### src/rtl/fifo_rd_drain.sv
// rtl/fifo_rd_drain.sv - read-side FIFO drain into a backpressure-safe valid/ready stream
module fifo_rd_drain #(
    parameter int Data_Width = 8,
    parameter int BUF_DEPTH  = 3,
    parameter int CNT_W      = 16
) (
    input  logic                  rd_clk,
    input  logic                  rd_rstn,
    input  logic                  go,
    input  logic                  flush,
    input  logic                  empty,
    input  logic [Data_Width-1:0] data_out,
    output logic                  rd_en,
    output logic                  m_valid,
    output logic [Data_Width-1:0] m_data,
    input  logic                  m_ready,
    output logic                  busy,
    output logic [CNT_W-1:0]      xfer_cnt
);
    localparam int IW = (BUF_DEPTH > 1) ? $clog2(BUF_DEPTH) : 1;
    localparam int OW = $clog2(BUF_DEPTH + 1);
    localparam int SW = OW + 1;
    localparam logic [IW-1:0] LAST_IDX = IW'(BUF_DEPTH - 1);
    localparam logic [SW-1:0] DEPTH_S  = SW'(BUF_DEPTH);

    typedef enum logic [1:0] {ST_IDLE, ST_ACTIVE, ST_DRAIN} state_t;

    state_t                state;
    logic [Data_Width-1:0] mem [BUF_DEPTH];
    logic [IW-1:0]         head;
    logic [IW-1:0]         tail;
    logic [OW-1:0]         occ;
    logic                  inflight;
    logic                  push;
    logic                  pop;
    logic [SW-1:0]         credit_used;

    // Credits count both buffered words and the read still in flight, so a
    // capture always finds a free slot even when downstream stalls.
    always_comb begin
        credit_used = {1'b0, occ} + {{OW{1'b0}}, inflight};
        rd_en       = (state == ST_ACTIVE) && !empty && !flush && (credit_used < DEPTH_S);
        m_valid     = (occ != '0);
        m_data      = m_valid ? mem[head] : '0;
        push        = inflight && !flush;
        pop         = m_valid && m_ready;
    end

    // Control FSM; busy is registered alongside the state so it is glitch-free.
    always_ff @(posedge rd_clk or negedge rd_rstn) begin
        if (!rd_rstn) begin
            state <= ST_IDLE;
            busy  <= 1'b0;
        end else if (flush) begin
            state <= ST_IDLE;
            busy  <= 1'b0;
        end else begin
            case (state)
                ST_IDLE: begin
                    if (go) begin
                        state <= ST_ACTIVE;
                        busy  <= 1'b1;
                    end
                end
                ST_ACTIVE: begin
                    if (!go) state <= ST_DRAIN;
                end
                ST_DRAIN: begin
                    if (go) begin
                        state <= ST_ACTIVE;
                    end else if ((occ == '0) && !inflight) begin
                        state <= ST_IDLE;
                        busy  <= 1'b0;
                    end
                end
                default: begin
                    state <= ST_IDLE;
                    busy  <= 1'b0;
                end
            endcase
        end
    end

    // Skid buffer bookkeeping; indices wrap explicitly so any depth works.
    always_ff @(posedge rd_clk or negedge rd_rstn) begin
        if (!rd_rstn) begin
            head     <= '0;
            tail     <= '0;
            occ      <= '0;
            inflight <= 1'b0;
        end else begin
            inflight <= rd_en;
            if (flush) begin
                head <= '0;
                tail <= '0;
                occ  <= '0;
            end else begin
                if (push) tail <= (tail == LAST_IDX) ? '0 : tail + 1'b1;
                if (pop)  head <= (head == LAST_IDX) ? '0 : head + 1'b1;
                case ({push, pop})
                    2'b10:   occ <= occ + 1'b1;
                    2'b01:   occ <= occ - 1'b1;
                    default: occ <= occ;
                endcase
            end
        end
    end

    // Buffer storage needs no reset; m_data is masked while the buffer is empty.
    always_ff @(posedge rd_clk) begin
        if (push) mem[tail] <= data_out;
    end

    // Delivered-word counter; a pop during flush still counts, and it wraps freely.
    always_ff @(posedge rd_clk or negedge rd_rstn) begin
        if (!rd_rstn) begin
            xfer_cnt <= '0;
        end else if (pop) begin
            xfer_cnt <= xfer_cnt + 1'b1;
        end
    end

endmodule
### config.mk
export PLATFORM = sky130hd
export DESIGN_NAME = fifo_rd_drain
export DESIGN_NICKNAME = d
export VERILOG_FILES = /design/src/rtl/fifo_rd_drain.sv
export SDC_FILE = /design/constraint.sdc
export NUM_CORES = 1
export LEC_CHECK = 0
export CELL_PAD_IN_SITES_DETAIL_PLACEMENT = 1
export CELL_PAD_IN_SITES_GLOBAL_PLACEMENT = 1
export CORE_MARGIN = 8
export CORE_UTILIZATION = 44
export CTS_CLUSTER_DIAMETER = 80
export DETAILED_ROUTE_END_ITERATION = 6
export GPL_TIMING_DRIVEN = 0
export PLACE_DENSITY = 0.92
export SYNTH_ARGS = -nofsm -noshare
export SYNTH_HDL_FRONTEND = slang
export SYNTH_SLANG_ARGS = --single-unit
### constraint.sdc
create_clock -name rd_clk -period 2.9 [get_ports rd_clk]
set_input_delay 0.29 -clock rd_clk [delete_from_list [all_inputs] [get_ports rd_clk]]
set_output_delay 0.29 -clock rd_clk [all_outputs]
set_load 0.005 [all_outputs]
==> impl_metrics.tcl, run 1 <==
set metrics [dict create \
    hold_violations 0 \
    cts_num_sinks 50 \
    final.period_utilization_pct 89.9 \
    clock-root-buffer "sky130_fd_sc_hd__clkbuf_8" \
    avgViaCountPerCell 5.20 \
    fmax_ghz 0.384 \
    critPathKind "flip-flop to primary output" \
    grt_pass1_vias 1675 \
    r2r_start "inflight" \
    regArea_um2 1370 \
    place.detailed.instances 284 \
    multi_input_area_um2 781 \
    worstSetupEndpointType "primary output" \
    initial_core_util_pct 45.7 \
    drcViolationCount 0 \
    finalNonFillerCells 292 \
    clockBufferDepth 2 \
    global_route_wire_length_before_repair_um 8250 \
    max_cap_viol_count 0 \
    hold_path.class "flip-flop to flip-flop" \
    floorplan.io_pins 41 \
    slew_headroom_pct 21.0 \
    syn-num-nets 192 \
    detail_route.first_pass.iterations 4 \
    final_util_pct 58.2 \
    antenna_left 0 \
    cell_rows 25 \
    yosysSeqAreaShare_pct 63.1 \
    p_int_mw 1.05 \
    core_area_um2 4750 \
    power.ir.vdd_worst_uv 266 \
    yosysWarningCount 0 \
    fin_crit_ns 2.61 \
    status "finished, final reports clean" \
    worst-slew-pin-transition_ns 1.18 \
    number_of_gates_given_a_new_drive_strength_after_cts 0 \
    synth_seq_cells 50 \
    grt_setup_unrepaired "false" \
    cts.htree.levels 2 \
    grt_util_met1_pct 15.5 \
    worst_setup_path_startpoint "head[1]" \
    met3_usage_pct 2.55 \
    finalClockSkew_ns 0.00378 \
    ys_types 34 \
    finalSetupViolCount 0 \
    critical_path_peak_fanout 10 \
    ff2ff_path_depth 3 \
    grt.total_usage_pct 14.4 \
    synthesized_cell_area_um2 2170 \
    power.share.clock_pct 27.9 \
    cts_buffers 5 \
    power.leakage_nw 1.08 \
    syn2layout_area_growth_pct 27.5 \
    postSynthCellCount 175 \
    setup-tns-final_ns 0 \
    power.share.combinational_pct 14.0 \
    r2r-end "mem[2][1]" \
    global_route.peak_usage_layer "met2" \
    grt.overflow.total 0 \
    switching_share_pct 24.7 \
    critPathLaunchType "flip-flop" \
    design.die.area_um2 7440 \
    finish.net_count 241 \
    required_ns 2.61 \
    grt_use_met2_pct 25.7 \
    post_drt_wl_per_cell_um 17.1 \
    grt_start_max_net_pins 27 \
    place_congestion 0.710 \
    crit_end "m_data[3]" \
    critPathArrivalTime_ns 2.32 \
    worst-r2r-setup-slack_ns 1.08 \
    antenna_found_initial 0 \
    ctsHoldBuffers 0 \
    final-max-slew-violation-count 0 \
    clkLatencyLatePin_ns 0.31 \
    die_w_um 86.3 \
    diodes 0 \
    die-height_um 86.3 \
    synth_area_per_cell_um2 12.4 \
    setup_bufs_post_cts 0 \
    cts_tree "done" \
    final_common_cell "sky130_fd_sc_hd__clkdlybuf4s50_1" \
    wirelength_um 5000 \
    cts.reportedPaths.clkPinSlew_ns 0.09 \
    fillers 508 \
    buffer_ports.inserted 40 \
    drt_iter0_markers 82 \
    post_route_cells_drive_above_1_share_pct 9.33 \
    power.density_nw_per_um2 502 \
    layout_common_cells "40 x sky130_fd_sc_hd__clkdlybuf4s50_1, 26 x sky130_fd_sc_hd__dfrtp_1, 25 x sky130_fd_sc_hd__nor2_1" \
    net-switching-power_uw 344 \
    seq_power_share_pct 58.1 \
    routed-via-count 1517 \
    hpwlAfterDp_um 3580 \
]
[synth_stat cells (all sizes together)]
cell     count  share of area (%)
or2          2               0.58
nand3        3               0.69
nor4b        2               0.81
ha           3                1.7
nor4bb       2               0.92
edfxtp      24                 33
dfrtp       26                 30
o211ai       1               0.58
xnor2       12                4.8
and4b        1               0.46
nor3         2               0.69
buf          4               0.92
and2         1               0.29
a211oi       2               0.69
nand2b       2               0.58
a21oi       14                3.2
a2111oi      1               0.40
nand3b       3                1.0
inv          2               0.35
o21ai        3               0.86
nand4        4                1.4
o2111ai      1               0.40
nor2b        2               0.58
clkbuf       3               0.52
xor2         5                2.0
mux2i       10                4.6
and3         3               0.86
nand2       11                1.9
nor4         1               0.58
nor2        25                4.3
[layout make-up]
class	count	share of cell area (%)
sequential	50	49.5
multi-input combinational	116	28.2
timing repair buffer	42	14.9
tap	67	3.03
clock buffer	6	2.62
buffer	7	1.13
clock inverter	2	0.316
inverter	2	0.271
[worst min-delay path by stage]
stage               depth (start not counted)          from  slack [ns]      endpoint
floorplan                                   0       rd_rstn      -0.006          busy
global placement                            1  xfer_cnt[15]        0.46  xfer_cnt[15]
detailed placement                          1  xfer_cnt[15]        0.47  xfer_cnt[15]
CTS                                         1  xfer_cnt[15]        0.48  xfer_cnt[15]
global route                                1  xfer_cnt[15]        0.52  xfer_cnt[15]
finish                                      1  xfer_cnt[15]        0.47  xfer_cnt[15]
[layer usage]
layer  part of all wire (%)  wire length (um)  vias to the layer above
li1                       -                 -                      714
met1                     41              2060                      762
met2                     52              2610                       29
met3                    3.4               172                       12
met4                    3.2               160                        0
met5                      0                 0                        -
[flip-flops by register name, indices dropped and copies added (netlist names)]
signal and count:
occ 2, inflight 1, mem 24, busy 1
xfer_cnt 16, tail 2, head 2, state 2
[power by group through the flow]
stage,clock (mW),combinational (mW),sequential [mW]
after detailed placement,0,0.199,0.823
after global routing,0.422,0.217,0.812
final,0.388,0.195,0.808
after floorplan,0,0.0821,0.818
after global placement,0,0.188,0.823
after CTS,0.399,0.201,0.809
[logic make-up after synthesis]
logic type	Yosys count	share of synthesized area, %
and+or+nand+nor	64	15.7
DFF	50	63.1
AOI/OAI and AO/OA	22	6.16
xor gates and xnor gates	17	6.85
muxes	10	4.61
buffers and inverters	9	1.79
adders and majority gates	3	1.73
[per-stage QoR]
step | power [mW] | setup WS [ns] | cell area, um2 | hold slack (ns)
2_1_floorplan | 0.900 | 1.04 | 2170 | -0.00559
3_3_place_gp | 1.01 | 0.0356 | 2660 | 0.459
3_5_place_dp | 1.02 | 0.536 | 2690 | 0.469
4_1_cts | 1.41 | 0.278 | 2770 | 0.481
5_1_grt | 1.45 | 0.177 | 2770 | 0.519
6_report | 1.39 | 0.294 | 2770 | 0.474
[critical path, cell delays in order, from the launching register on]
cell,delay [ns]
sky130_fd_sc_hd__dfrtp_1,0.34
sky130_fd_sc_hd__clkbuf_1,0.37
sky130_fd_sc_hd__clkbuf_1,0.46
sky130_fd_sc_hd__a21oi_1,0.14
sky130_fd_sc_hd__nor2_1,0.17
sky130_fd_sc_hd__clkdlybuf4s50_1,0.53
No activity file was read; power rests on OpenSTA's default activity.
==> run 2: changes to the inputs <==
--- a/config.mk
+++ b/config.mk
@@ -9,7 +9,6 @@
 export CELL_PAD_IN_SITES_GLOBAL_PLACEMENT = 1
 export CORE_MARGIN = 8
 export CORE_UTILIZATION = 44
-export CTS_CLUSTER_DIAMETER = 80
 export DETAILED_ROUTE_END_ITERATION = 6
 export GPL_TIMING_DRIVEN = 0
 export PLACE_DENSITY = 0.92
==> results of run 2 <==
Final layout, timing and power as in run 1 (identical DEF).
